## src/rtl/arb8_rr_scheduler.sv

```systemverilog
// ---------------------------------------------------------------------------
// arb8_rr_scheduler
//
// Shares one datapath among 8 requesters. A winner is picked only from IDLE
// and then holds the grant until it releases its request or its tenure
// expires. Every grant end is followed by exactly one IDLE cycle. Winner
// selection is either fixed priority (bit 7 highest) or round-robin, where
// the most recently granted requester has the lowest priority.
//
// Parameters
//   MODE_RR  1: round-robin rotation, 0: fixed priority (highest index wins)
//   TIMEOUT  maximum grant tenure in cycles, 0 disables (legal 0..255)
//
// Ports
//   clk          rising-edge clock
//   rst          synchronous active-high reset
//   req[7:0]     request vector, req[i] belongs to requester i
//   grant[7:0]   one-hot grant, zero when idle
//   grant_id     binary index of the granted requester (held while idle)
//   grant_valid  high while a grant is active
//   timeout      one-cycle pulse in the IDLE cycle after a forced revoke
//
// state | meaning
// IDLE  | no grant; arbitrate among pending requests at the next edge
// GRANT | grant_id owns the datapath; watch for release or tenure expiry
// ---------------------------------------------------------------------------
module arb8_rr_scheduler #(
    parameter bit          MODE_RR = 1'b1,
    parameter int unsigned TIMEOUT = 16
) (
    input  logic       clk,
    input  logic       rst,
    input  logic [7:0] req,
    output logic [7:0] grant,
    output logic [2:0] grant_id,
    output logic       grant_valid,
    output logic       timeout
);

    // Tenure timer is a down-counter: loaded with TIMEOUT-1 on grant and
    // the grant is revoked at the edge where it sits at zero.
    localparam int unsigned      CNT_W    = (TIMEOUT > 2) ? $clog2(TIMEOUT) : 1;
    localparam int unsigned      LOAD_I   = (TIMEOUT == 0) ? 0 : TIMEOUT - 1;
    localparam logic [CNT_W-1:0] CNT_LOAD = CNT_W'(LOAD_I);
    localparam bit               TO_EN    = (TIMEOUT != 0);

    typedef enum logic {
        IDLE  = 1'b0,
        GRANT = 1'b1
    } state_t;

    state_t           state_q;
    state_t           state_d;
    logic [CNT_W-1:0] cnt_q;
    logic [CNT_W-1:0] cnt_d;
    logic [2:0]       last_id_q;
    logic [2:0]       last_id_d;
    logic [7:0]       grant_d;
    logic [2:0]       grant_id_d;
    logic             grant_valid_d;
    logic             timeout_d;

    logic [2:0]       win;
    logic             win_found;
    logic [2:0]       idx;

    // Winner search. Round-robin starts just below last_id and wraps so
    // that last_id itself is tried last (k+1 == 8 truncates to last_id).
    always_comb begin
        win       = 3'd0;
        win_found = 1'b0;
        idx       = 3'd0;
        for (int k = 0; k < 8; k++) begin
            if (MODE_RR) begin
                idx = last_id_q - 3'(k + 1);
            end else begin
                idx = 3'd7 - 3'(k);
            end
            if (!win_found && req[idx]) begin
                win       = idx;
                win_found = 1'b1;
            end
        end
    end

    always_comb begin
        state_d       = state_q;
        cnt_d         = cnt_q;
        last_id_d     = last_id_q;
        grant_d       = grant;
        grant_id_d    = grant_id;
        grant_valid_d = grant_valid;
        timeout_d     = 1'b0;

        case (state_q)
            IDLE: begin
                grant_d       = 8'h00;
                grant_valid_d = 1'b0;
                if (win_found) begin
                    state_d       = GRANT;
                    grant_d       = 8'h01 << win;
                    grant_id_d    = win;
                    grant_valid_d = 1'b1;
                    last_id_d     = win;
                    cnt_d         = CNT_LOAD;
                end
            end

            GRANT: begin
                // Release is checked first so a release coinciding with
                // expiry is reported as a normal release.
                if (!req[grant_id]) begin
                    state_d       = IDLE;
                    grant_d       = 8'h00;
                    grant_valid_d = 1'b0;
                end else if (TO_EN && (cnt_q == '0)) begin
                    state_d       = IDLE;
                    grant_d       = 8'h00;
                    grant_valid_d = 1'b0;
                    timeout_d     = 1'b1;
                end else if (TO_EN) begin
                    cnt_d = cnt_q - CNT_W'(1);
                end
            end

            default: begin
                state_d       = IDLE;
                grant_d       = 8'h00;
                grant_valid_d = 1'b0;
            end
        endcase
    end

    always_ff @(posedge clk) begin
        if (rst) begin
            state_q     <= IDLE;
            cnt_q       <= '0;
            last_id_q   <= 3'd0;
            grant       <= 8'h00;
            grant_id    <= 3'd0;
            grant_valid <= 1'b0;
            timeout     <= 1'b0;
        end else begin
            state_q     <= state_d;
            cnt_q       <= cnt_d;
            last_id_q   <= last_id_d;
            grant       <= grant_d;
            grant_id    <= grant_id_d;
            grant_valid <= grant_valid_d;
            timeout     <= timeout_d;
        end
    end

endmodule

```

## config.mk

```make
export PLATFORM = sky130hd
export DESIGN_NAME = arb8_rr_scheduler
export DESIGN_NICKNAME = d
export VERILOG_FILES = /design/src/rtl/arb8_rr_scheduler.sv
export SDC_FILE = /design/constraint.sdc
export NUM_CORES = 1
export LEC_CHECK = 0
export CAP_MARGIN = 30
export CORE_MARGIN = 4
export CORE_UTILIZATION = 45
export CTS_BUF_LIST = sky130_fd_sc_hd__clkbuf_8 sky130_fd_sc_hd__clkbuf_16
export CTS_CLUSTER_SIZE = 8
export DETAILED_ROUTE_END_ITERATION = 10
export HOLD_SLACK_MARGIN = 0.1
export PLACE_DENSITY = 0.71
export SYNTH_ARGS = -nofsm -noshare
export SYNTH_HDL_FRONTEND = slang
export SYNTH_SLANG_ARGS = --single-unit
```

## constraint.sdc

```tcl
create_clock -name clk -period 4.96 [get_ports clk]
set_clock_uncertainty 0.2 [all_clocks]
set_input_delay 0.496 -clock clk [delete_from_list [all_inputs] [get_ports clk]]
set_output_delay 0.496 -clock clk [all_outputs]
set_load 0.01 [all_outputs]
```

Yosys cells after proc, flatten, opt, wreduce, memory -nomap -nowiden

Index checks and enable logic that the tools add are counted.

Flip-flop bits (word level): 18
Latch bits: 0
Memory bits (writable): 0
Memory bits (read-only): 0
Input bits: 10
Output and inout bits: 13
Logic and storage cells: 95
Memories: 0

Add/sub/neg operators: 8
$mul: 0
Divide/modulo/power cells: 0
Order comparisons: 8
Equal/unequal tests: 4
Shift operators: 1
Muxes and demuxes: 48
Bitwise logic cells: 2
Reduce and logical (&&, ||, !) cells: 18

Operators by type and width:

| operator              | number |
|---|---|
| $lt A3 B4 Y1 const B  | 8 |
| $bmux W1 S3           | 8 |
| $mux W3               | 8 |
| $mux W8               | 3 |
| $mux W1               | 22 |
| $pmux W8 S2           | 1 |
| $mux W4               | 3 |
| $sub A3 B3 Y3 const B | 4 |
| $pmux W4 S2           | 1 |
| $shl A1 B3 Y8 const A | 1 |
| $logic_and A1 B1 Y1   | 7 |
| $logic_not A1 Y1      | 7 |
| $sub A3 B2 Y3 const B | 2 |
| $logic_not A4 Y1      | 1 |
| $ne A2 B2 Y1 const B  | 2 |
| $pmux W1 S2           | 2 |
| $sub A4 B1 Y4 const B | 1 |
| $ne A3 B2 Y1 const B  | 1 |
| $reduce_and A3 Y1     | 1 |
| $reduce_or A3 Y1      | 1 |
| $sub A3 B1 Y3 const B | 1 |
| $ne A2 B1 Y1 const B  | 1 |
| $not A1 Y1            | 2 |
| $reduce_and A2 Y1     | 1 |

Logic depth before layout (Yosys ltp)

Gate-level depths: netlist (run 1).

Depth after elaboration: 28
Gate-level depth with buffers: 13
Gate-level depth less buffers: 9

Worst setup path before layout (run 1)

Ideal clock, no wire load.

Path type: register to register
Start: register last_id_q[1]
End: register grant[4]
Setup time: 0.087 ns
Data arrival time: 3.233 ns
Data required time: 4.673 ns
Slack: 1.440 ns
Cell stages (with the launch flop): 13
Buffers on the path: 4
Clock period less this slack: 3.520 ns
Cell sequence: dfxtp_1 > buf_6 > buf_4 > inv_1 > ha_1 > clkbuf_1 > buf_2 > mux4_2 > mux2_2 > nor4_4 > a32oi_2 > or3_4 > o31ai_1

Longest elaborated chain between the ends: 28
Elaborated cells on any way between the ends: 58
Those cells by class: add/sub (7); eq/ne (1); shift (1); mux (35); reduce/logical (14)

Ends and longest elaborated chain:

| what                          | RTL line | source |
|---|---|---|
| from (decl)                   | 56       | `logic [2:0] last_id_q;` |
| from (signal assigned)        | 146      | `last_id_q <= last_id_d;` |
| $sub A3 B1 Y3                 | 75       | `idx = last_id_q - 3'(k + 1);` |
| $bmux W1 S3                   | 79       | `if (!win_found && req[idx]) begin` |
| $mux W1 (implied by the code) | 79       |  |
| $mux W1                       | 79       |  |
| $logic_not A1 Y1              | 79       |  |
| $logic_and A1 B1 Y1           | 79       |  |
| $mux W1                       | 79       |  |
| $logic_not A1 Y1              | 79       |  |
| [... 12 more ...]             | n/a      |  |
| $logic_and A1 B1 Y1           | 79       |  |
| $mux W1                       | 79       |  |
| $logic_not A1 Y1              | 79       |  |
| $logic_and A1 B1 Y1           | 79       |  |
| $mux W3                       | 79       |  |
| $shl A1 B3 Y8                 | 101      | `grant_d = 8'h01 << win;` |
| $mux W8                       | 99       | `if (win_found) begin` |
| $pmux W8 S2                   | 95       | `case (state_q)` |
| to (signal assigned)          | 147      | `grant <= grant_d;` |
| to (decl)                     | 34       | `output logic [7:0] grant,` |

Several ways; a longest one is shown, not always the timed one. The select of a mux whose other input is x is not followed.
A chain may end at the register's enable or synchronous reset.

Worst setup path after layout (run 1)

Start: register last_id_q[0]
End: register grant[4]

The elaborated chain is that of the path after synthesis.

==> results of run 1 <==
-- area by class of cell --
type | instances | area, sq um | share of cell area [%]
multi-input combinational | 142 | 1260 | 63.7
sequential | 18 | 360 | 18.3
timing repair buffer | 24 | 235 | 11.9
clock buffer | 3 | 41.3 | 2.09
tap | 48 | 60.1 | 3.04
inverter | 5 | 18.8 | 0.951
-- final timing paths --
path | endpoint | slack [ps]
setup / recovery | grant[4] | 1250
hold / removal | grant[5] | 250
setup reg to reg | grant[4] | 1250
hold reg to reg | grant[5] | 250
-- cells by family (layout without fill, tap and decap cells) --
logic type	count (synthesis)	in the layout	share of synthesized area [%]
simple gates	56	56	17.0
compound gates	51	51	24.2
mux	26	26	26.9
flops	18	18	21.1
buf+inv	15	32	5.07
xor+xnor	6	6	3.52
fa+ha+maj	3	3	2.20
-- registers in the layout, summed over array words and instances (netlist names) --
register and cells:
cnt_q 4, timeout 1, grant_valid 1, state_q 1, grant 8, last_id_q 3
-- report_power, final --
| group | switching, mW | leakage (nW) | internal (mW) |
|---|---|---|---|
| Clock | 0.0416 | 0.0216 | 0.0538 |
| Combinational | 0.637 | 0.521 | 0.492 |
| Sequential | 0.0459 | 0.148 | 0.191 |
-- per-layer routing --
layer / up-vias / wire length (um) / GRT usage [%]
met5: - / 0 / 0
met4: 0 / 105 / 8.24
met3: 14 / 259 / 4.20
met2: 69 / 1930 / 27.6
met1: 753 / 1820 / 21.6
li1: 736 / - / -
-- worst register-to-register path: cells and delay by family, from the launching register on --
kind	cells	cell delay [ps]
fa+ha+maj	1	660
compound gates	4	1340
simple gates	3	970
buf+inv	1	130
flops	1	330
-- cells in the mapped netlist (3+ instances only) --
cell	count	area share, %
a21oi_1	7	2.1
mux2i_1	6	3.5
a221oi_1	3	1.5
and2_1	3	1.1
nand2_1	20	4.4
mux2_2	6	4.0
dfxtp_1	18	21
o31ai_1	8	3.5
a211o_1	3	1.5
nor2_1	11	2.4
xor2_1	3	1.5
a211oi_1	5	2.2
inv_1	5	1.1
nor3_1	8	2.3
ha_1	3	2.2
mux4_1	6	9.3
mux4_2	7	9.3
==> qor.yml, run 1 <==
ys_warn_count: 0
ys.flop_type: "dfxtp_1"
cts_tree: "built"
first_pass_iters: 4
antenna_cells: 0
p_total_mw: 1.46
syn_inst: 175
clk_pin_slew_worst_paths_ps: 60
period_needed_ps: 3710
grt_usage_pct: 17.2
required_ps: 4910
crit_arrival_ps: 3670
place_ws_ps: 1300
reg2reg_from: "last_id_q[0]"
clock_latency_ps: 250
fin_hold_ws_ps: 254
drtIter0Drc: 110
drive_gt1_share_pct: 15.1
cp-start-kind: "register"
finalHoldViolations: 0
cts_buffer_depth: 2
relSlewSlack_pct: 42.3
postCtsSetupBuffers: 0
p_per_area_mw_per_mm2: 741
chipWidth_um: 69.5
routedWlPerCell_um: 17.1
max_cap_viol_count: 0
setup.worst_path.class: "register to register"
place_congestion: 0.877
crit_path_max_fanout: 16
overflow: 0
crit_slowest_cell: "ha_1"
layout_commonest_cell: "clkdlybuf4s50_1"
tightestPinTransition_ps: 864
grt_pass1_vias: 1534
portBuffers: 22
worstPathBufferInverterCount: 1
rsz0062_at_grt: "false"
hold_path_class: "register to register"
design.die.area_sq_mm: 0.00484
synth_seq_area_share_pct: 21.1
path_cells: "inv_1 -> ha_1 -> nor2b_1 -> a211oi_1 -> a221oi_1 -> nor4_4 -> a32oi_2 -> or3_4 -> o31ai_1"
p_leak_nw: 0.691
hold_start: "grant[5]"
synth_edf_count: 0
fin_area_sq_mm: 0.00197
htreeDepth: 1
nets: 207
final_cell_mix: "clkdlybuf4s50_1, nand2_1, dfxtp_1"
via_per_inst: 6.55
outcome: "completed"
cp_top_family: "compound AO/OA/AOI/OAI gates"
syn_area_sq_mm: 0.00170
fin_tns_setup_ps: 0
initial_core_util_pct: 46.5
ant_nets: 0
grt_antenna_before_repair: 0
grt_max_degree: 22
critical-path-max-stage-delay_ps: 660
cts_root_buf: "clkbuf_8"
fin_cells: 240
placementRows: 22
fill_cells: 335
cts_made_buffers: 3
yosys.cell_types.count: 56
synth.net_count: 188
area_growth_pct: 15.8
place_hpwl_um: 3150
dieHeight_um: 69.5
vias: 1572
dp.cells: 237
rr_worst_depth: 9
coreArea_sq_mm: 0.00366
syn_area_per_cell_sq_um: 9.74
grt_pass1_wl_um: 7040
num_io_pins: 23
dpl_cell_area_sq_mm: 0.00193
slew_violations: 0
period_share_pct: 74.8
ys_seq_elements: 18
cts.sinks: 18
postSynth.asyncResetShare_pct: 0
cts_hold_buf: 0
startpoint: "last_id_q[0]"
setup_slack_ps: 1250
hold_depth: 2
crit_cells: 9
peakVddDrop_v: 0.000304
final_util_pct: 53.9
finalSetupViolations: 0
totalWireLength_um: 4110
endpoint_kind: "register"
route.detailed.drc: 0
cts-resized-gates: 0
fmax_mhz: 269
Note: power is estimated with default switching activity, not from simulation.
==> inputs of run 2 (changes only) <==
--- a/config.mk
+++ b/config.mk
@@ -12,7 +12,7 @@
 export CTS_CLUSTER_SIZE = 8
 export DETAILED_ROUTE_END_ITERATION = 10
 export HOLD_SLACK_MARGIN = 0.1
-export PLACE_DENSITY = 0.71
+export PLACE_DENSITY = 0.74
 export SYNTH_ARGS = -nofsm -noshare
 export SYNTH_HDL_FRONTEND = slang
 export SYNTH_SLANG_ARGS = --single-unit
==> constraint.sdc (replaced) <==
create_clock -name clk -period 3.2 [get_ports clk]
set_clock_uncertainty 0.2 [all_clocks]
set_input_delay 0.32 -clock clk [delete_from_list [all_inputs] [get_ports clk]]
set_output_delay 0.32 -clock clk [all_outputs]
set_load 0.01 [all_outputs]
==> run 2 against run 1 <==
Net effect: combinational power up 98%; flip-flop and latch count unchanged; core utilization is 8.6 points higher; critical path depth is the same; clock power rose by 59%; final cell count is 13% higher; sequential power is 50% higher; worst setup slack got worse by 1200 ps; hold slack better by 0.75 ps; register-to-register slack got worse by 1200 ps; wire length increased by 14%; cell area is 16% higher; largest cell class unchanged.
==> qor.yml, run 2 (same netlist as run 1, synthesis figures left out) <==
required_ps: 3160  # -1750 ps
coreArea_sq_mm: 0.00366  # unchanged
area_growth_pct: 34.2
max_cap_viol_count: 0  # unchanged
grt_max_degree: 22  # unchanged
cp-start-kind: "register"
grt_pass1_vias: 1725  # +12%
outcome: "completed"
crit_arrival_ps: 3100  # -570 ps
clock_latency_ps: 250  # about the same
period_share_pct: 97.9  # +23 points
drive_gt1_share_pct: 33.0  # +18 points
fmax_mhz: 319  # +18%
cts_root_buf: "clkbuf_8"
relSlewSlack_pct: 62.0  # +20 points
initial_core_util_pct: 46.5  # unchanged
portBuffers: 22  # unchanged
final_cell_mix: "buf_4, clkdlybuf4s50_1, nand2_1"
endpoint_kind: "register"
place_congestion: 0.899  # +2.5%
setup_slack_ps: 65.8  # -1180 ps
setup.worst_path.class: "register to register"
slew_violations: 0  # unchanged
hold_path_class: "register to register"
p_per_area_mw_per_mm2: 1200  # +62%
grt_antenna_before_repair: 0  # unchanged
design.die.area_sq_mm: 0.00484  # unchanged
grt_pass1_wl_um: 7670  # +8.9%
totalWireLength_um: 4670  # +14%
num_io_pins: 23  # unchanged
reg_top3: "grant x8, cnt_q x4, last_id_q x3"
nets: 239  # +15%
period_needed_ps: 3130  # -577 ps
cts.sinks: 18  # unchanged
chipWidth_um: 69.5  # unchanged
placementRows: 22  # unchanged
place_ws_ps: -205  # -1500 ps
via_per_inst: 6.31  # -3.7%
place_hpwl_um: 3490  # +11%
largest_register_ffs: 8  # unchanged
finalSetupViolations: 0  # unchanged
clk_pin_slew_worst_paths_ps: 60  # about the same
p_total_mw: 2.75  # +88%
cts_hold_buf: 0  # unchanged
p_leak_nw: 0.859  # +24%
layout_commonest_cell: "buf_4"
htreeDepth: 1  # unchanged
routedWlPerCell_um: 17.2  # +0.19%
ant_nets: 0  # unchanged
vias: 1715  # +9.1%
tightestPinTransition_ps: 570  # -294 ps
final_util_pct: 62.5  # +8.6 points
grt_usage_pct: 19.1  # +1.8 points
dieHeight_um: 69.5  # unchanged
overflow: 0  # unchanged
cts_buffer_depth: 2  # unchanged
cts_made_buffers: 3  # unchanged
finalHoldViolations: 0  # unchanged
route.detailed.drc: 0  # unchanged
crit_path_max_fanout: 5  # -11
drtIter0Drc: 78  # -29%
first_pass_iters: 5  # +1
antenna_cells: 0  # unchanged
peakVddDrop_v: 0.000537  # +77%
largest_register: "grant"
cts_tree: "built"
## run 2: worst paths after layout
check | from | endpoint | slack, ps | cells after the start
min reg2reg | grant[0] | grant[0] | 260 | 2
max reg2reg | last_id_q[1] | grant[4] | 70 | 9
min | grant[0] | grant[0] | 260 | 2
max | last_id_q[1] | grant[4] | 70 | 9
## run 2: through the flow
step           instances  hold WS (ps)  setup TNS [ps]  area, sq um
3_5_place_dp         267           248           -1250         2190
2_1_floorplan        175           261               0         1740
3_3_place_gp         267           238            -529         2190
5_1_grt              272           282            -207         2290
4_1_cts              270           258               0         2240
6_report             272           255               0         2290
## run 2: area by class of cell
type / count / area [sq um]
sequential: 18 / 363
fill: 292 / 1370
multi-input combinational: 142 / 1310
clock buffer: 3 / 41.3
tap: 48 / 60.1
timing repair buffer: 56 / 492
inverter: 5 / 18.8
## run 2: metal layers
| layer | GRT usage (%) | up-vias | wire length, um |
|---|---|---|---|
| met4 | 8.03 | 0 | 146 |
| met1 | 22.7 | 823 | 1930 |
| met5 | 0 | - | 0 |
| met2 | 33.1 | 74 | 2320 |
| met3 | 3.91 | 19 | 274 |
| li1 | - | 799 | - |
## run 2: report_power, final
part / total [mW] / internal (mW) / switching (mW) / leakage, nW
Sequential: 0.355 / 0.298 / 0.0572 / 0.149
Combinational: 2.24 / 1.11 / 1.13 / 0.689
Clock: 0.152 / 0.0835 / 0.0685 / 0.0216
Total: 2.75 / 1.49 / 1.26 / 0.859
## run 2: repair_timing
item / 4_1_cts / 5_1_grt
cloned: 0 / 0
gates resized for setup: 1 / 9
endpoints found under the setup margin: 1 / 12
buffers inserted: 0 / 2
pin swaps: 0 / 2
## run 2: worst max-delay path, cell delays in order, from the launching register on
cell and delay (ps):
dfxtp_2 350, buf_4 140, mux4_1 550, mux2_4 280, or3_4 370, nor4_4 250, buf_4 190, a32oi_2 80
or3_4 430, o31ai_2 200
==> inputs of run 3 (changes only) <==
--- a/config.mk
+++ b/config.mk
@@ -13,6 +13,7 @@
 export DETAILED_ROUTE_END_ITERATION = 10
 export HOLD_SLACK_MARGIN = 0.1
 export PLACE_DENSITY = 0.74
+export RECOVER_POWER = 100
 export SYNTH_ARGS = -nofsm -noshare
 export SYNTH_HDL_FRONTEND = slang
 export SYNTH_SLANG_ARGS = --single-unit
==> run 3 against run 2 <==
Net effect: register-to-register slack is essentially flat; wire length is 0.69% lower; first-iteration DRC count is the same; largest cell class unchanged; combinational power barely moved; cell area did not move; critical path depth is the same; critical path type unchanged; count of clock-buffer cells in the layout unchanged.
==> qor.yml, run 3 (same netlist as run 1, synthesis figures left out) <==
pwr-share-comb_pct: 81.5  # about the same
grt_usage_pct: 19.1  # unchanged
num_io_pins: 23  # unchanged
grt_pass1_wl_um: 7670  # unchanged
tightestPinTransition_ps: 570  # +0.153 ps
cp_top_family: "simple AND/OR/NAND/NOR gates"
totalWireLength_um: 4640  # -0.69%
fill_cells: 292  # unchanged
crit_arrival_ps: 3100  # about the same
place_congestion: 0.899  # unchanged
worstPathBufferInverterCount: 2  # unchanged
hold_path_class: "register to register"
largest_register_ffs: 8  # unchanged
first_pass_iters: 5  # unchanged
path_cells: "buf_4 -> mux4_1 -> mux2_4 -> or3_4 -> nor4_4 -> buf_4 -> a32oi_2 -> or3_4 -> o31ai_2"
grt_antenna_before_repair: 0  # unchanged
setup.worst_path.class: "register to register"
fin_area_sq_mm: 0.00229  # unchanged
overflow: 0  # unchanged
outcome: "completed"
endpoint_kind: "register"
fin_tns_setup_ps: 0  # unchanged
nets: 239  # unchanged
portBuffers: 22  # unchanged
max_cap_viol_count: 0  # unchanged
fin_cells: 272  # unchanged
place_hpwl_um: 3490  # unchanged
clk_pin_slew_worst_paths_ps: 60  # about the same
placementRows: 22  # unchanged
dieHeight_um: 69.5  # unchanged
clock_latency_ps: 250  # about the same
critical-path-max-stage-delay_ps: 550  # about the same
peakVddDrop_v: 0.000537  # -0.15%
fin_hold_ws_ps: 252  # -3.33 ps
area_growth_pct: 34.2  # unchanged
required_ps: 3160  # about the same
dp.cells: 267  # unchanged
final_cell_mix: "buf_4, nand2_1, dfxtp_1"
drtIter0Drc: 78  # unchanged
cts_buffer_depth: 2  # unchanged
crit_path_max_fanout: 5  # unchanged
period_share_pct: 98.0  # about the same
via_per_inst: 6.29  # -0.23%
reg_top3: "grant x8, cnt_q x4, last_id_q x3"
coreArea_sq_mm: 0.00366  # unchanged
internal_power_mw: 1.47  # -1.2%
crit_slowest_cell: "mux4_1"
p_leak_nw: 0.893  # +3.9%
seqPwrFrac_pct: 12.9  # about the same
cts.sinks: 18  # unchanged
cts_tree: "built"
finalHoldViolations: 0  # unchanged
largest_register: "grant"
p_per_area_mw_per_mm2: 1190  # -0.80%
clkPwrFrac_pct: 5.6  # about the same
cts_root_buf: "clkbuf_8"
routedWlPerCell_um: 17.0  # -0.69%
design.die.area_sq_mm: 0.00484  # unchanged
cts_hold_buf: 0  # unchanged
regArea_sq_um: 363  # unchanged
p_switching_mw: 1.25  # -0.36%
drive_gt1_share_pct: 33.0  # unchanged
grt_pass1_vias: 1725  # unchanged
htreeDepth: 1  # unchanged
vias: 1711  # -0.23%
slew_violations: 0  # unchanged
finalSetupViolations: 0  # unchanged
multi_input_area_sq_mm: 0.00131  # unchanged
period_needed_ps: 3140  # +3.02 ps
antenna_cells: 0  # unchanged
cts_made_buffers: 3  # unchanged
fmax_mhz: 319  # about the same
layout_commonest_cell: "buf_4"
dpl_cell_area_sq_mm: 0.00219  # unchanged
route.detailed.drc: 0  # unchanged
relSlewSlack_pct: 62.0  # about the same
ant_nets: 0  # unchanged
chipWidth_um: 69.5  # unchanged
final_util_pct: 62.5  # unchanged
grt_max_degree: 22  # unchanged
initial_core_util_pct: 46.5  # unchanged
switching_share_pct: 46.0  # +0.20 points
cp-start-kind: "register"
run 3: what timing repair did:
action | in CTS | in global routing
pin swaps | 0 | 2
cloned | 0 | 0
buffers inserted | 0 | 2
setup endpoints to repair | 1 | 12
hold endpoints to repair | 0 | 0
gates resized for setup | 1 | 9
run 3: power by group through the flow:
stage / registers [mW] / logic (mW) / clock network [mW]
2_1_floorplan: 0.373 / 1.38 / 0
5_1_grt: 0.361 / 2.39 / 0.162
3_3_place_gp: 0.352 / 2.03 / 0
6_report: 0.353 / 2.22 / 0.152
3_5_place_dp: 0.356 / 2.09 / 0
4_1_cts: 0.353 / 2.11 / 0.153
run 3: worst paths after layout:
path / endpoint / cells after the start / slack (ps) / start
worst max-delay path: grant[4] / 9 / 60 / last_id_q[1]
worst min-delay path: grant[0] / 2 / 250 / grant[0]
worst max register to register: grant[4] / 9 / 60 / last_id_q[1]
worst min register to register: grant[0] / 2 / 250 / grant[0]
run 3: per-stage QoR:
step                      setup slack, ps  power (mW)
final                                62.8        2.73
after CTS                            13.2        2.62
after global routing                -36.7        2.92
after global placement              -84.2        2.38
after floorplan                      19.0        1.76
after detailed placement             -205        2.45
run 3: cell type report:
| cell class | instances | share of cell area [%] |
|---|---|---|
| timing repair buffer | 56 | 21.5 |
| inverter | 5 | 0.821 |
| tap | 48 | 2.63 |
| clock buffer | 3 | 1.81 |
| sequential | 18 | 15.9 |
| multi-input combinational | 142 | 57.4 |
run 3: per-layer routing:
| layer | global-route usage (%) | up-vias | share of wire, % |
|---|---|---|---|
| li1 | - | 799 | - |
| met1 | 22.7 | 812 | 41 |
| met2 | 33.1 | 79 | 50 |
| met3 | 3.91 | 21 | 6.1 |
| met4 | 8.03 | 0 | 3.3 |
| met5 | 0 | - | 0 |
run 3: worst register-to-register path: stages, from the launching register on:
cell and delay (ps):
dfxtp_2 350, buf_4 140, mux4_1 560, mux2_4 280, or3_4 370, nor4_4 250
buf_4 190, a32oi_2 80, or3_4 430, o31ai_2 200
